`config.mk`:
```
export PLATFORM = sky130hd
export DESIGN_NAME = operate_uart_sender_flat
export DESIGN_NICKNAME = d
export VERILOG_FILES = /design/src/rtl/operate_uart_sender_pkg.sv /design/src/rtl/operate_uart_sender_if.sv /design/src/rtl/operate_uart_sender_op_fifo.sv /design/src/rtl/operate_uart_sender.sv /design/src/flat_wrapper.sv
export SDC_FILE = /design/constraint.sdc
export NUM_CORES = 1
export LEC_CHECK = 0
export CORE_AREA = 2 2 81 83
export DETAILED_ROUTE_END_ITERATION = 6
export DIE_AREA = 0 0 83 85
export DONT_BUFFER_PORTS = 1
export GPL_TIMING_DRIVEN = 0
export PLACE_DENSITY_LB_ADDON = 0.25
export SYNTH_ARGS = -nofsm -noshare
export SYNTH_HDL_FRONTEND = slang
export SYNTH_HIERARCHICAL = 1
export SYNTH_SLANG_ARGS = --single-unit
```
`constraint.sdc`:
```
create_clock -name clk -period 6.8 [get_ports clk]
set_clock_uncertainty 0.1 [all_clocks]
set_input_delay 1.36 -clock clk [delete_from_list [all_inputs] [get_ports clk]]
set_output_delay 1.36 -clock clk [all_outputs]
set_load 0.03 [all_outputs]
```
`src/rtl/operate_uart_sender_pkg.sv`:
```
// Shared operation codes emitted by the traveler button/operate stage.
// OPERATE_IGNORE marks a cycle with no command. Every other value is a command byte.
package operate_uart_sender_pkg;

  localparam logic [7:0] OPERATE_IGNORE = 8'h00;
  localparam logic [7:0] OPERATE_UP     = 8'h01;
  localparam logic [7:0] OPERATE_DOWN   = 8'h02;
  localparam logic [7:0] OPERATE_LEFT   = 8'h03;
  localparam logic [7:0] OPERATE_RIGHT  = 8'h04;
  localparam logic [7:0] OPERATE_SELECT = 8'h05;

endpackage

```
`src/rtl/operate_uart_sender_if.sv`:
```
// Bundles the command input, the serial output and the status lines.
// The operate stage and the bench use the master modport. The sender uses the slave modport.
interface operate_uart_sender_if #(
  parameter int FIFO_DEPTH = 4
);
  localparam int CW = $clog2(FIFO_DEPTH) + 1;

  logic [7:0]    op_data;
  logic          overflow_clr;
  logic          tx;
  logic          busy;
  logic          overflow;
  logic [CW-1:0] fifo_count;

  modport master (
    output op_data, overflow_clr,
    input  tx, busy, overflow, fifo_count
  );

  modport slave (
    input  op_data, overflow_clr,
    output tx, busy, overflow, fifo_count
  );
endinterface

```
`src/rtl/operate_uart_sender_op_fifo.sv`:
```
// Small synchronous FIFO with a show-ahead read port.
// pop_data is valid whenever empty is low. A push while full or a pop while empty is ignored.
module op_fifo #(
  parameter int DEPTH = 4,
  parameter int WIDTH = 8
) (
  input  logic                     clk,
  input  logic                     rst_n,
  input  logic                     push,
  input  logic [WIDTH-1:0]         push_data,
  input  logic                     pop,
  output logic [WIDTH-1:0]         pop_data,
  output logic                     full,
  output logic                     empty,
  output logic [$clog2(DEPTH):0]   count
);
  localparam int AW = $clog2(DEPTH);
  localparam int CW = AW + 1;

  logic [WIDTH-1:0] mem [DEPTH];
  logic [AW-1:0]    wr_ptr;
  logic [AW-1:0]    rd_ptr;
  logic [CW-1:0]    count_q;
  logic             do_push;
  logic             do_pop;

  assign full     = (count_q == CW'(DEPTH));
  assign empty    = (count_q == '0);
  assign do_push  = push && !full;
  assign do_pop   = pop && !empty;
  assign pop_data = mem[rd_ptr];
  assign count    = count_q;

  // Pointers and occupancy. Pointers wrap naturally because DEPTH is a power of two.
  // NOTE: state registers use non-blocking assignments so all flops update together at the edge.
  always_ff @(posedge clk or negedge rst_n) begin
    if (!rst_n) begin
      wr_ptr  <= '0;
      rd_ptr  <= '0;
      count_q <= '0;
    end else begin
      if (do_push) wr_ptr <= wr_ptr + 1'b1;
      if (do_pop)  rd_ptr <= rd_ptr + 1'b1;
      case ({do_push, do_pop})
        2'b10:   count_q <= count_q + 1'b1;
        2'b01:   count_q <= count_q - 1'b1;
        default: count_q <= count_q;
      endcase
    end
  end

  // Storage array write.
  // NOTE: the array has no reset. Resetting the pointers and count is enough to empty the FIFO, and leaving the array unreset lets it map to plain RAM.
  always_ff @(posedge clk) begin
    if (do_push) mem[wr_ptr] <= push_data;
  end

endmodule

```
`src/rtl/operate_uart_sender.sv`:
```
// Queues every non-ignore operation code and sends each one as a UART 8N1 frame, LSB first.
// Frames are 10*BAUD_DIV cycles long. Queued codes go out back to back with no idle gap.
module operate_uart_sender
  import operate_uart_sender_pkg::*;
#(
  parameter int         BAUD_DIV    = 10417,
  parameter int         FIFO_DEPTH  = 4,
  parameter logic [7:0] IGNORE_CODE = OPERATE_IGNORE
) (
  input  logic                  clk,
  input  logic                  rst_n,
  operate_uart_sender_if.slave  bus
);
  localparam int CW = $clog2(FIFO_DEPTH) + 1;
  localparam int BW = (BAUD_DIV > 1) ? $clog2(BAUD_DIV) : 1;

  typedef enum logic [1:0] {
    ST_IDLE,
    ST_START,
    ST_DATA,
    ST_STOP
  } tx_state_e;

  tx_state_e     state;
  logic [BW-1:0] baud_cnt;
  logic [2:0]    bit_idx;
  logic [7:0]    shift;
  logic          tx_q;
  logic          overflow_q;

  logic          cmd;
  logic          fifo_full;
  logic          fifo_empty;
  logic          fifo_pop;
  logic [7:0]    fifo_data;
  logic [CW-1:0] fifo_count;
  logic          bit_end;

  assign cmd     = (bus.op_data != IGNORE_CODE);
  assign bit_end = (baud_cnt == BW'(BAUD_DIV - 1));

  // A code is taken from the queue when an idle FSM sees data, or on the last stop-bit cycle so the next frame starts without a gap.
  assign fifo_pop = !fifo_empty &&
                    ((state == ST_IDLE) || ((state == ST_STOP) && bit_end));

  op_fifo #(
    .DEPTH (FIFO_DEPTH),
    .WIDTH (8)
  ) u_fifo (
    .clk       (clk),
    .rst_n     (rst_n),
    .push      (cmd && !fifo_full),
    .push_data (bus.op_data),
    .pop       (fifo_pop),
    .pop_data  (fifo_data),
    .full      (fifo_full),
    .empty     (fifo_empty),
    .count     (fifo_count)
  );

  // Sticky overflow flag. A drop on the same edge as a clear leaves the flag set.
  always_ff @(posedge clk or negedge rst_n) begin
    if (!rst_n) begin
      overflow_q <= 1'b0;
    end else if (cmd && fifo_full) begin
      overflow_q <= 1'b1;
    end else if (bus.overflow_clr) begin
      overflow_q <= 1'b0;
    end
  end

  // Transmit FSM. tx is loaded with the value of the bit that starts on the next cycle, so the line comes straight from a flop.
  always_ff @(posedge clk or negedge rst_n) begin
    if (!rst_n) begin
      state    <= ST_IDLE;
      baud_cnt <= '0;
      bit_idx  <= '0;
      shift    <= '0;
      tx_q     <= 1'b1;
    end else begin
      unique case (state)
        ST_IDLE: begin
          baud_cnt <= '0;
          tx_q     <= 1'b1;
          if (!fifo_empty) begin
            shift <= fifo_data;
            state <= ST_START;
            tx_q  <= 1'b0;
          end
        end
        ST_START: begin
          if (bit_end) begin
            baud_cnt <= '0;
            bit_idx  <= '0;
            state    <= ST_DATA;
            tx_q     <= shift[0];
          end else begin
            baud_cnt <= baud_cnt + 1'b1;
          end
        end
        ST_DATA: begin
          if (bit_end) begin
            baud_cnt <= '0;
            shift    <= {1'b0, shift[7:1]};
            if (bit_idx == 3'd7) begin
              state <= ST_STOP;
              tx_q  <= 1'b1;
            end else begin
              bit_idx <= bit_idx + 1'b1;
              tx_q    <= shift[1];
            end
          end else begin
            baud_cnt <= baud_cnt + 1'b1;
          end
        end
        ST_STOP: begin
          if (bit_end) begin
            baud_cnt <= '0;
            if (!fifo_empty) begin
              shift <= fifo_data;
              state <= ST_START;
              tx_q  <= 1'b0;
            end else begin
              state <= ST_IDLE;
              tx_q  <= 1'b1;
            end
          end else begin
            baud_cnt <= baud_cnt + 1'b1;
          end
        end
        default: begin
          state <= ST_IDLE;
          tx_q  <= 1'b1;
        end
      endcase
    end
  end

  assign bus.tx         = tx_q;
  assign bus.overflow   = overflow_q;
  assign bus.fifo_count = fifo_count;
  assign bus.busy       = (state != ST_IDLE) || (fifo_count != '0);

endmodule

```
`src/flat_wrapper.sv`:
```
// flat-port wrapper written by rule: the top's interface ports become plain ports
module operate_uart_sender_flat import operate_uart_sender_pkg::*;
#(
  parameter int         BAUD_DIV    = 10417,
  parameter int         FIFO_DEPTH  = 4,
  parameter logic [7:0] IGNORE_CODE = OPERATE_IGNORE
)
  (clk, rst_n, bus_op_data, bus_overflow_clr, bus_tx, bus_busy, bus_overflow, bus_fifo_count);
  operate_uart_sender_if #(.FIFO_DEPTH(FIFO_DEPTH)) bus_i ();
  input  logic clk;
  input  logic rst_n;
  input wire logic [$bits(bus_i.op_data)-1:0] bus_op_data;
  input wire logic [$bits(bus_i.overflow_clr)-1:0] bus_overflow_clr;
  output wire logic [$bits(bus_i.tx)-1:0] bus_tx;
  output wire logic [$bits(bus_i.busy)-1:0] bus_busy;
  output wire logic [$bits(bus_i.overflow)-1:0] bus_overflow;
  output wire logic [$bits(bus_i.fifo_count)-1:0] bus_fifo_count;
  assign bus_i.op_data = bus_op_data;
  assign bus_i.overflow_clr = bus_overflow_clr;
  assign bus_tx = bus_i.tx;
  assign bus_busy = bus_i.busy;
  assign bus_overflow = bus_i.overflow;
  assign bus_fifo_count = bus_i.fifo_count;
  operate_uart_sender #(.BAUD_DIV(BAUD_DIV), .FIFO_DEPTH(FIFO_DEPTH), .IGNORE_CODE(IGNORE_CODE)) u_core (.clk(clk), .rst_n(rst_n), .bus(bus_i));
endmodule
```
# Yosys cells after proc, flatten, opt, wreduce, memory -nomap -nowiden
# Memories as Yosys holds them, arrays and structs flattened.
# Index checks and enable logic that the tools add are counted.
[totals]
mem_count = 1
mem_bits_rw = 32
in_bits = 11
output_inout_bits = 6
reg_bits = 36
word_cells = 82
[mem_list]
columns = ["memory", "words", "width", "read_ports", "rd_clocked_by_memory_dff", "wr", "line_no", "text"]
rows = [
  ["u_core.u_fifo.mem", 4, 8, 1, 0, 1, "operate_uart_sender_op_fifo.sv:20", "logic [WIDTH-1:0] mem [DEPTH];"],
]
[op_classes]
reduce_logical = 24
n_eq_ne = 14
n_mux = 28
n_addsub = 6
[op_table]
columns = ["operator", "n"]
rows = [
  ["one-hot mux 14 bit (2 select lines)", 1],
  ["two-way mux 8 bit", 3],
  ["one-hot mux 8 bit (3 select lines)", 1],
  ["adder 14 x 1 -> 14 bit, second input constant", 1],
  ["equality test 14 bit, second input constant", 1],
  ["two-way mux 14 bit", 1],
  ["one-hot mux 3 bit (2 select lines)", 2],
  ["two-way mux 1 bit", 10],
  ["two-way mux 2 bit", 5],
  ["two-way mux 3 bit", 3],
  ["!= test 2 x 1 -> 1 bit, second input constant", 4],
  ["one-hot mux 2 bit (4 select lines)", 1],
  ["nonzero test 2 bit", 4],
  ["nonzero test 8 bit", 1],
  ["adder 3 x 1 -> 3 bit, second input constant", 2],
  ["equality test 2 bit, second input constant", 3],
  ["equality test 3 bit, second input constant", 2],
  ["logical AND 1 bit", 6],
  ["AND reduction 3 bit", 2],
  ["nonzero test 3 bit", 2],
  ["AND reduction 5 bit", 1],
  ["adder 2 x 1 -> 2 bit, second input constant", 2],
  ["equality test 2 x 1 -> 1 bit, second input constant", 2],
  ["!= test 2 bit, second input constant", 2],
  ["8 further kinds", 10],
]

# Longest topological paths before layout
[depth]
ltp_word = 7
depth_mapped = 13
ltp_nobuf = 13

# Cells and area by module
# The synthesis kept the hierarchy.
[modules_own_cells]
columns = ["module", "n_inst", "seq_area_each_um2", "cells_per_inst", "area_each_um2"]
rows = [
  ["operate_uart_sender", 1, 726.9, 162, 1692.9],
  ["op_fifo", 1, 1136.1, 79, 1592.8],
]

# Least setup slack after synthesis
# No wires, ideal clock.
[synth_timing]
kind = "input-to-reg"
from = "in bus_op_data[1]"
to = "reg u_core.u_fifo.count_q[2] (netlist: u_core/u_fifo/count[2])"
t_required_ps = 6619
path_stages = 10
setup_slack_ps = 3673
path_buffers = 0
setup_ps = 81
arrival_ps = 2947
cell_sequence = "nor4_1 a21oi_1 nor2b_4 inv_1 ha_1 inv_1 fa_1 xor2_1 nor2_1 xor2_1"
[synth_via]
elab_chain_len = 5
word_cells_on_any_way = 7
cone_classes = "2 x eq/ne; 1 x mux; 4 x reduce/logical"
[synth_rtl]
columns = ["item", "line_no", "text"]
rows = [
  ["start, declared", "flat_wrapper.sv:12", "input wire logic [$bits(bus_i.op_data)-1:0] bus_op_data;"],
  ["nonzero test 8 bit (*)", "operate_uart_sender.sv:39", "assign cmd = (bus.op_data != IGNORE_CODE);"],
  ["logical AND 1 bit (*)", "operate_uart_sender.sv:52", ".push (cmd && !fifo_full),"],
  ["logical AND 1 bit (*)", "operate_uart_sender_op_fifo.sv:29", "assign do_push = push && !full;"],
  ["equality test 2 x 1 -> 1 bit / equality test 2 bit (equally long branches)", "operate_uart_sender_op_fifo.sv:44", "case ({do_push, do_pop})"],
  ["one-hot mux 3 bit (2 select lines) / nonzero test 2 bit (equally long branches)", "--", ""],
  ["end signal, assigned", "operate_uart_sender_op_fifo.sv:45", "2'b10: count_q <= count_q + 1'b1;"],
  ["end signal, assigned", "operate_uart_sender_op_fifo.sv:46", "2'b01: count_q <= count_q - 1'b1;"],
  ["end signal, assigned", "operate_uart_sender_op_fifo.sv:47", "default: count_q <= count_q;"],
  ["end, declared", "operate_uart_sender_op_fifo.sv:23", "logic [CW-1:0] count_q;"],
]
# Mark *: on every way between the ends. The rest lies on a longest branch, timed or not.
# A chain may end at the register's enable or synchronous reset.

# Final worst setup path
[layout_timing]
from = "reg u_core.state[0]"
to = "out bus_busy"
[layout_via]
elab_chain_len = 2
[layout_rtl]
columns = ["item", "line_no", "text"]
rows = [
  ["start, declared", "operate_uart_sender.sv:24", "tx_state_e state;"],
  ["start signal, assigned", "operate_uart_sender.sv:75", "state <= ST_IDLE;"],
  ["start signal, assigned", "operate_uart_sender.sv:87", "state <= ST_START;"],
  ["start signal, assigned", "operate_uart_sender.sv:95", "state <= ST_DATA;"],
  ["nonzero test 2 bit", "operate_uart_sender.sv:142", "assign bus.busy = (state != ST_IDLE) || (fifo_count != '0);"],
  ["logical OR 1 bit", "operate_uart_sender.sv:142", ""],
  ["end, declared", "flat_wrapper.sv:15", "output wire logic [$bits(bus_i.busy)-1:0] bus_busy;"],
]
# No other way between the ends.

==> run metrics <==
final hold violation count=0; Post-synth EDFFs=32; CP startpoint=u_core/state[0]$_DFFE_PN0P_; total CTS buffers=9; Die Wd=83 um; HP Class=flop to flop; setup TNS=0 ns; synthesized cell area=0.00329 mm2; R2R depth=13; Fill cells=515; Worst-Margin Slew=0.547 ns; Post-Synthesis Cells=241; worst skew pair latency=0.34 ns; DRT antenna net count=0; most used flip-flop cell after synthesis=dfrtp_1; Critical Path Max Stage Delay=0.75 ns; Slew HR=0.636; reg-to-reg endpoint=u_core/u_fifo/count[2]$_DFFE_PN0P_; Critical Path Sink=bus_busy; r2r setup slk=4.12 ns; stages on the worst setup path=3; Netlist cell types=45; critical-path maximum fanout=5; # resized after CTS=0; first-pass GRT wire length=9340 um; kind of launch point of the worst setup path=flop; Final #Nets=278; via count=1840; Routability Congestion=0.810; # setup viols final=0; Yosys reg bits=68; Final Critical Period=3.40 ns; port bufs=0; status=completed; FFs w/ async S/R, synth=0.529; layout cell share with drive strength beyond 1=0.237; Vias/cell=5.51; root buf cell=clkbuf_8; DP HPWL=3700 um; CP bufs+invs=1; Tot Pwr=0.00175 W; gr usage total=0.171; final WL=5340 um; DRT iter0 DRCs=90; Syn Nets=267; Syn-to-layout area delta=9.86%; period utilisation layout=0.500; Post-route DRC=0; area of the core=0.00620 mm2; Fmax achieved=294 MHz; largest area contributor in the netlist=edfxtp_1; hold slack final=0.413 ns; hold path depth=1; worst setup path class=flop to primary output; yosys warns=6; drt first pass iters=4; top area cells in the synthesized netlist=edfxtp_1 (29%), dfrtp_1 (27%), mux4_2 (5.5%); unrepaired setup endpoints after global routing=false; buffer count from post-CTS setup fixing=0; number of diodes=0; Final Max Slew Viols=0; CTS Sinks=68; register area share after synthesis=0.567; hold_buf cts=0; Longest Clk Path Bufs=2; Critical Path, Cell by Cell=inv_1, ha_1, or4b_2; CP Capture Type=primary output; VDD IR max=0.319 mV; Initial Util=0.530; syn avg cell area=13.6 um2; Worst path top cell family by delay=simple AND/OR/NAND/NOR gates; antenna violations before repair=0; CP arrival=1.94 ns; clock transition at the registers of the reported paths=0.08 ns; slowest stage cell, crit path=or4b_2; Die Y=85 um; largest net degree at the start of global routing=37; Req. time, crit path=5.34 ns; H-tree depth=3; FP Rows=29; CTS tree=yes; pwr/cell area=486 mW/mm2; io pins=17; worst r2r src=u_core/baud_cnt[0]$_DFF_PN0_; number of global-route vias before repair=1867; share of Yosys cell area claimed by the top area cell type=0.292; die area=0.00706 mm2; max-cap viol count=0; Leak=1.48 nW; drt wl/cell=16.0 um; grt ovf=0
==> synthesized netlist by cell type, drive strengths merged (2+ instances only) <==
cell / number
xnor2: 9
inv: 16
dfrtp: 35
nand4: 4
buf: 5
mux2: 17
and2: 5
nand2: 15
nor2: 20
nand3: 6
nor2b: 2
mux4: 8
and3: 2
nand2b: 4
nor3: 5
and4: 2
xor2: 8
o21ai: 5
ha: 14
nor4: 5
a21oi: 4
edfxtp: 32
a22o: 2
==> flip-flops by register name (all words and copies together), names as in the netlist <==
name	count
u_core/u_fifo/rd_ptr	2
u_core/u_fifo/wr_ptr	2
u_core/state	2
u_core/bus.tx	1
u_core/u_fifo/count	3
u_core/shift	8
u_core/u_fifo/mem	32
u_core/baud_cnt	14
u_core/bus.overflow	1
u_core/bit_idx	3
==> worst min-delay path by stage <==
stage,to,start,slack (ns)
after floorplan,u_core/baud_cnt[0]$_DFF_PN0_,u_core/baud_cnt[0]$_DFF_PN0_,0.37
after global placement,u_core/shift[6]$_DFFE_PN0P_,u_core/shift[6]$_DFFE_PN0P_,0.39
after CTS,u_core/shift[6]$_DFFE_PN0P_,u_core/shift[6]$_DFFE_PN0P_,0.42
after detailed placement,u_core/shift[3]$_DFFE_PN0P_,u_core/shift[3]$_DFFE_PN0P_,0.39
final,u_core/shift[6]$_DFFE_PN0P_,u_core/shift[6]$_DFFE_PN0P_,0.41
after global routing,u_core/shift[3]$_DFFE_PN0P_,u_core/shift[3]$_DFFE_PN0P_,0.44
==> cell usage in the layout (no fill, tap or decap), types with 2 or more instances in the layout <==
master / instances
mux2_4: 9
nor3_1: 5
nand2b_1: 4
nand4_1: 4
mux2_2: 8
and3_1: 2
xor2_1: 8
inv_1: 16
nand2_1: 15
edfxtp_1: 32
o21ai_0: 5
nand3_1: 6
ha_1: 14
xnor2_1: 9
a22o_1: 2
inv_6: 4
mux4_2: 8
and2_2: 4
nor4_1: 4
nor2_1: 20
bufinv_16: 2
a21oi_1: 4
clkbuf_8: 9
buf_2: 4
dfrtp_1: 35
==> layout make-up <==
cell class | instances | area (um2) | area share
clock inverters | 7 | 104 | 0.0288
clock buffers | 9 | 124 | 0.0343
multi-input cells | 151 | 1330 | 0.368
plain buffers | 6 | 35.0 | 0.00971
inverters | 16 | 60.1 | 0.0166
well taps | 77 | 96.3 | 0.0267
flip-flops and latches | 68 | 1860 | 0.516
==> routing by layer <==
metal	part of all wire	track usage
met1	0.49	0.240
met2	0.46	0.248
met3	0.038	0.0525
met4	0.017	0.0715
met5	0	0
==> cell families (layout without fill, tap and decap cells) <==
logic type               after synthesis  count (layout)  share of synthesized area
AND/OR/NAND/NOR                       74              74                      0.129
flip-flops                            68              68                      0.567
multiplexers                          26              26                      0.126
buffers and inverters                 22              38                     0.0289
AO/OA/AOI/OAI                         19              19                     0.0442
XOR/XNOR                              17              17                     0.0453
adder cells (fa/ha/maj)               15              15                     0.0594
==> through the flow <==
stage	cell area, um2	cells	worst slack, ns	utilization
floorplan	3290	241	3.67	-
global placement	3380	318	3.45	0.545
detailed placement	3380	318	3.42	0.545
CTS	3610	334	3.37	0.582
global route	3610	334	3.28	0.582
finish	3610	334	3.40	0.582
==> report_power, final <==
part | switching (W) | total (W) | internal (W)
Clock | 0.000167 | 0.000379 | 0.000212
Combinational | 0.000312 | 0.000671 | 0.000360
Sequential | 0.000112 | 0.000704 | 0.000592
Total | 0.000590 | 0.00175 | 0.00116
No activity file was read; power rests on OpenSTA's default activity.
